File: src/rtl/m_capture.sv
// Trigger/capture controller: circular sample buffer with pre-trigger depth, frozen record read oldest-first.
// Optional auto-trigger after AUTO_CYCLES armed cycles is built only when M_CAPTURE_AUTO_EN is defined.
module m_capture #(
  parameter int WIDTH       = 8,
  parameter int ADDR_W      = 4,
  parameter int AUTO_CYCLES = 1000
) (
  input  logic              clk,
  input  logic              rst_n,
  input  logic [WIDTH-1:0]  sample,
  input  logic              positive,
  input  logic              negative,
  input  logic [1:0]        trig_sel,
  input  logic [ADDR_W-1:0] pre_len,
  input  logic              start,
  input  logic              abort,
  output logic              busy,
  output logic              done,
  output logic [ADDR_W-1:0] trig_pos,
  output logic              auto_trig,
  input  logic [ADDR_W-1:0] rd_addr,
  output logic [WIDTH-1:0]  rd_data,
  output logic [2:0]        dbg_state
);

  typedef enum logic [2:0] {
    S_IDLE  = 3'd0,
    S_PRE   = 3'd1,
    S_ARMED = 3'd2,
    S_POST  = 3'd3,
    S_DONE  = 3'd4
  } state_t;

  localparam int DEPTH = 1 << ADDR_W;
  localparam logic [ADDR_W-1:0] LAST_ADDR = '1;
  localparam logic [ADDR_W-1:0] ONE       = ADDR_W'(1);

  state_t            state_q, state_d;
  logic [ADDR_W-1:0] wr_addr_q, wr_addr_d;
  logic [ADDR_W-1:0] cnt_q, cnt_d;
  logic [ADDR_W-1:0] pre_len_q, pre_len_d;
  logic [ADDR_W-1:0] trig_pos_q, trig_pos_d;
  logic              auto_trig_q, auto_trig_d;
  logic [WIDTH-1:0]  rd_data_q;
  logic [WIDTH-1:0]  mem [DEPTH];

  logic              wr_en;
  logic              trig_hit;
  logic              auto_fire;
  logic [ADDR_W-1:0] post_last;
  logic [ADDR_W-1:0] rd_phys;

  always_comb begin
    unique case (trig_sel)
      2'b00:   trig_hit = positive;
      2'b01:   trig_hit = negative;
      2'b10:   trig_hit = positive | negative;
      default: trig_hit = 1'b1;
    endcase
  end

`ifdef M_CAPTURE_AUTO_EN
  localparam logic [31:0] AUTO_LAST = 32'(AUTO_CYCLES - 1);
  logic [31:0] auto_cnt_q, auto_cnt_d;

  // Counter is zero whenever we are outside ARMED, so it restarts on every ARMED entry.
  assign auto_fire  = (state_q == S_ARMED) && (auto_cnt_q == AUTO_LAST);
  assign auto_cnt_d = (state_q == S_ARMED) ? auto_cnt_q + 32'd1 : 32'd0;

  always_ff @(posedge clk or negedge rst_n) begin
    if (!rst_n) auto_cnt_q <= 32'd0;
    else        auto_cnt_q <= auto_cnt_d;
  end
`else
  assign auto_fire = 1'b0;
`endif

  assign wr_en     = (state_q == S_PRE) || (state_q == S_ARMED) || (state_q == S_POST);
  assign post_last = LAST_ADDR - ONE - pre_len_q;

  always_comb begin
    state_d     = state_q;
    wr_addr_d   = wr_en ? wr_addr_q + ONE : wr_addr_q;
    cnt_d       = cnt_q;
    pre_len_d   = pre_len_q;
    trig_pos_d  = trig_pos_q;
    auto_trig_d = auto_trig_q;
    if (abort) begin
      state_d = S_IDLE;
    end else begin
      unique case (state_q)
        S_IDLE, S_DONE: begin
          if (start) begin
            pre_len_d   = pre_len;
            wr_addr_d   = '0;
            cnt_d       = '0;
            auto_trig_d = 1'b0;
            state_d     = (pre_len == '0) ? S_ARMED : S_PRE;
          end
        end
        S_PRE: begin
          cnt_d = cnt_q + ONE;
          if (cnt_q == pre_len_q - ONE) begin
            cnt_d   = '0;
            state_d = S_ARMED;
          end
        end
        S_ARMED: begin
          if (trig_hit || auto_fire) begin
            trig_pos_d = wr_addr_q;
            cnt_d      = '0;
            if (!trig_hit) auto_trig_d = 1'b1;
            // With a full pre-trigger region the trigger sample is the last one.
            state_d = (pre_len_q == LAST_ADDR) ? S_DONE : S_POST;
          end
        end
        S_POST: begin
          cnt_d = cnt_q + ONE;
          if (cnt_q == post_last) state_d = S_DONE;
        end
        default: state_d = S_IDLE;
      endcase
    end
  end

  always_ff @(posedge clk or negedge rst_n) begin
    if (!rst_n) begin
      state_q     <= S_IDLE;
      wr_addr_q   <= '0;
      cnt_q       <= '0;
      pre_len_q   <= '0;
      trig_pos_q  <= '0;
      auto_trig_q <= 1'b0;
      rd_data_q   <= '0;
    end else begin
      state_q     <= state_d;
      wr_addr_q   <= wr_addr_d;
      cnt_q       <= cnt_d;
      pre_len_q   <= pre_len_d;
      trig_pos_q  <= trig_pos_d;
      auto_trig_q <= auto_trig_d;
      rd_data_q   <= mem[rd_phys];
    end
  end

  // Buffer contents are deliberately not reset.
  always_ff @(posedge clk) begin
    if (wr_en) mem[wr_addr_q] <= sample;
  end

  assign rd_phys   = trig_pos_q - pre_len_q + rd_addr;
  assign busy      = wr_en;
  assign done      = (state_q == S_DONE);
  assign trig_pos  = trig_pos_q;
  assign auto_trig = auto_trig_q;
  assign rd_data   = rd_data_q;
  assign dbg_state = state_q;

endmodule
File: config.mk
export PLATFORM = sky130hd
export DESIGN_NAME = m_capture
export DESIGN_NICKNAME = d
export VERILOG_FILES = /design/src/rtl/m_capture.sv
export SDC_FILE = /design/constraint.sdc
export NUM_CORES = 1
export LEC_CHECK = 0
export CORE_ASPECT_RATIO = 2
export CORE_MARGIN = 1
export CORE_UTILIZATION = 50
export CTS_CLUSTER_DIAMETER = 40
export CTS_CLUSTER_SIZE = 12
export DETAILED_ROUTE_END_ITERATION = 12
export GPL_TIMING_DRIVEN = 0
export PLACE_DENSITY_LB_ADDON = 0.12
export SKIP_CTS_REPAIR_TIMING = 1
export SYNTH_ARGS = -nofsm -noshare
export SYNTH_HDL_FRONTEND = slang
export SYNTH_SLANG_ARGS = --single-unit
export TNS_END_PERCENT = 100
File: constraint.sdc
create_clock -name clk -period 3.6 [get_ports clk]
set_input_delay 0.36 -clock clk [delete_from_list [all_inputs] [get_ports clk]]
set_output_delay 0.36 -clock clk [all_outputs]
set_load 0.02 [all_outputs]
==> results.toml <==
[cells_and_area]
area_growth_pct = 19.0
final_common_cell = "edfxtp_1"
nNetsFinal = 482
diodes = 0
final_cell_mix = "edfxtp_1 (128), clkdlybuf4s50_1 (38), mux4_2 (32), dfrtp_1 (27), inv_1 (22)"
drive_gt1_frac = 0.212

[critical_path]
cp_max_fo = 10
required_ns = 3.91
r2r_setup_slack_ns = 0.29
worst_ep_arrival_time_ns = 3.61
endpoint_kind = "register"
critPathKind = "reg2reg"
cp-start-kind = "register"

[logic_synthesis]
synthCells = 386
yosysTopAreaCell = "edfxtp_1"
synth_area_leaders = "edfxtp_1 (58%), mux4_2 (11%), dfrtp_1 (10%)"
ys_types = 53
async_flop_share = 0.174
synth_area_um2 = 6660
synth-seq-cells = 155
ys_warn_count = 0
synth_ff_type = "edfxtp_1"
yosysTopAreaCellShare = 0.577
syn_avg_cell_area_um2 = 17.2
syn_nets = 424
seq_area_frac_synth = 0.679
synth_edf_count = 128

[sta]
tightest_slew_ns = 0.949
rsz0062_at_grt = "no"
maxSlewHeadroom = 0.364
skew_ns = 0.00643
finalSetupViolCount = 0
tns_ns = 0
slew_violations = 0
max_freq_ghz = 0.303
finalCritPeriodShare = 0.918
finalCriticalPeriod_ns = 3.31
hold_violations = 0

[global_route]
first_global_vias = 3761
grt.total_usage = 0.217
grt_pass1_wl_um = 21400
grt_max_degree = 28
antenna_found_initial = 0
grt.overflow.total = 0

[floorplanning]
dieArea_um2 = 13800
ios = 42
start_util = 0.512
rows = 59
core_um2 = 13000
die-height_um = 165
die_w_um = 83.6

[clocking]
cts_sinks = 155
cts_htree_levels = 4
numCtsBuffers = 17
clock_latency_ns = 0.42
clk_path_buf_depth = 2
cts.reportedPaths.clkPinSlew_ns = 0.06
cts_tree = "yes"
root_buffer = "clkbuf_16"

[detailed_routing]
first_pass_iters = 4
via_count = 3513
drt_iter0_drc = 231
avgViaCountPerCell = 5.77
drtAntennaViolNets = 0
post_drt_wl_per_cell_um = 22.7
drc = 0
drt_wl_total_um = 13800

[placed_design]
gp_congestion = 0.818
dp_hpwl_um = 9850
portBuffers = 39

[run_status]
outcome = "finished, final reports clean"

[worst_hold_path]
hp-class = "in2async"

[job]
maxCapViolations = 0
## logic make-up after synthesis
kind of cell / Yosys count / share of synthesized area
other: 1 / 0.000563
and+or+nand+nor: 73 / 0.0615
buffers and inverters: 39 / 0.0299
muxes: 48 / 0.134
AOI/OAI and AO/OA: 40 / 0.0402
xor gates and xnor gates: 16 / 0.0254
DFF: 155 / 0.679
adders and majority gates: 14 / 0.0297
## cell usage after synthesis (2+ instances only)
cell,instances
buf_4,4
inv_1,22
xor2_1,6
nor4_1,2
xnor2_1,7
o21ai_0,7
buf_6,3
mux4_2,32
and2_1,9
buf_2,4
a31oi_1,2
nor2b_1,8
nand2_1,15
a211oi_2,2
edfxtp_1,128
nand3_1,7
ha_1,11
mux2i_1,11
nand2b_1,4
nor2_1,11
clkbuf_1,2
buf_1,3
dfrtp_1,27
a211oi_1,8
nor3_1,6
mux2_1,4
a21oi_1,13
fa_1,3
## final timing paths
path                              start            to  cells past startpoint
setup / recovery           pre_len_q[0]    rd_data[4]                     10
max in group asynchronous         rst_n      cnt_q[2]                      1
setup reg to reg           pre_len_q[0]    rd_data[4]                     10
hold reg to reg             trig_pos[0]   trig_pos[0]                      1
hold / removal                    rst_n   trig_pos[0]                      1
min in group clk                  abort  dbg_state[0]                      2
## registers in the layout, summed over array words and instances, names as in the netlist
name	count
cnt_q	4
wr_addr_q	4
pre_len_q	4
dbg_state	3
mem	128
rd_data	8
trig_pos	4
## worst max-delay path: stages, from the launching register on
cell and delay, ns:
dfrtp_1 0.52, ha_1 0.30, inv_1 0.06, ha_1 0.16, inv_1 0.06, fa_1 0.41
xor2_2 0.40, buf_4 0.30, buf_1 0.54, a211oi_1 0.17, a21oi_1 0.27
## metal layers
layer / routed length, um / global-route usage
met5: 0 / 0
met3: 356 / 0.0403
met4: 383 / 0.0940
met1: 4750 / 0.214
met2: 8350 / 0.431
## layout make-up
class	count	area (um2)
Sequential cell	155	4520
Timing Repair Buffer	39	385
Tap cell	152	190
Clock buffer	17	425
Buffer	17	118
Fill cell	988	5070
Multi-Input combinational cell	192	1970
Inverter	22	82.6
Clock inverter	15	233
## metrics by stage
step	hold slack (ns)	std cells	area [um2]	util	worst slack [ns]
floorplan	0.0644	386	6660	-	0.680
global placement	0.520	577	7240	0.557	-0.249
detailed placement	0.466	577	7250	0.558	-0.294
CTS	0.0192	609	7910	0.609	0.0562
global route	0.0472	609	7920	0.609	0.108
finish	0.00781	609	7920	0.609	0.294
Power is left out: the tool's default activity adds up to more than one toggle a clock period on the data nets, which glitch-free logic cannot reach.
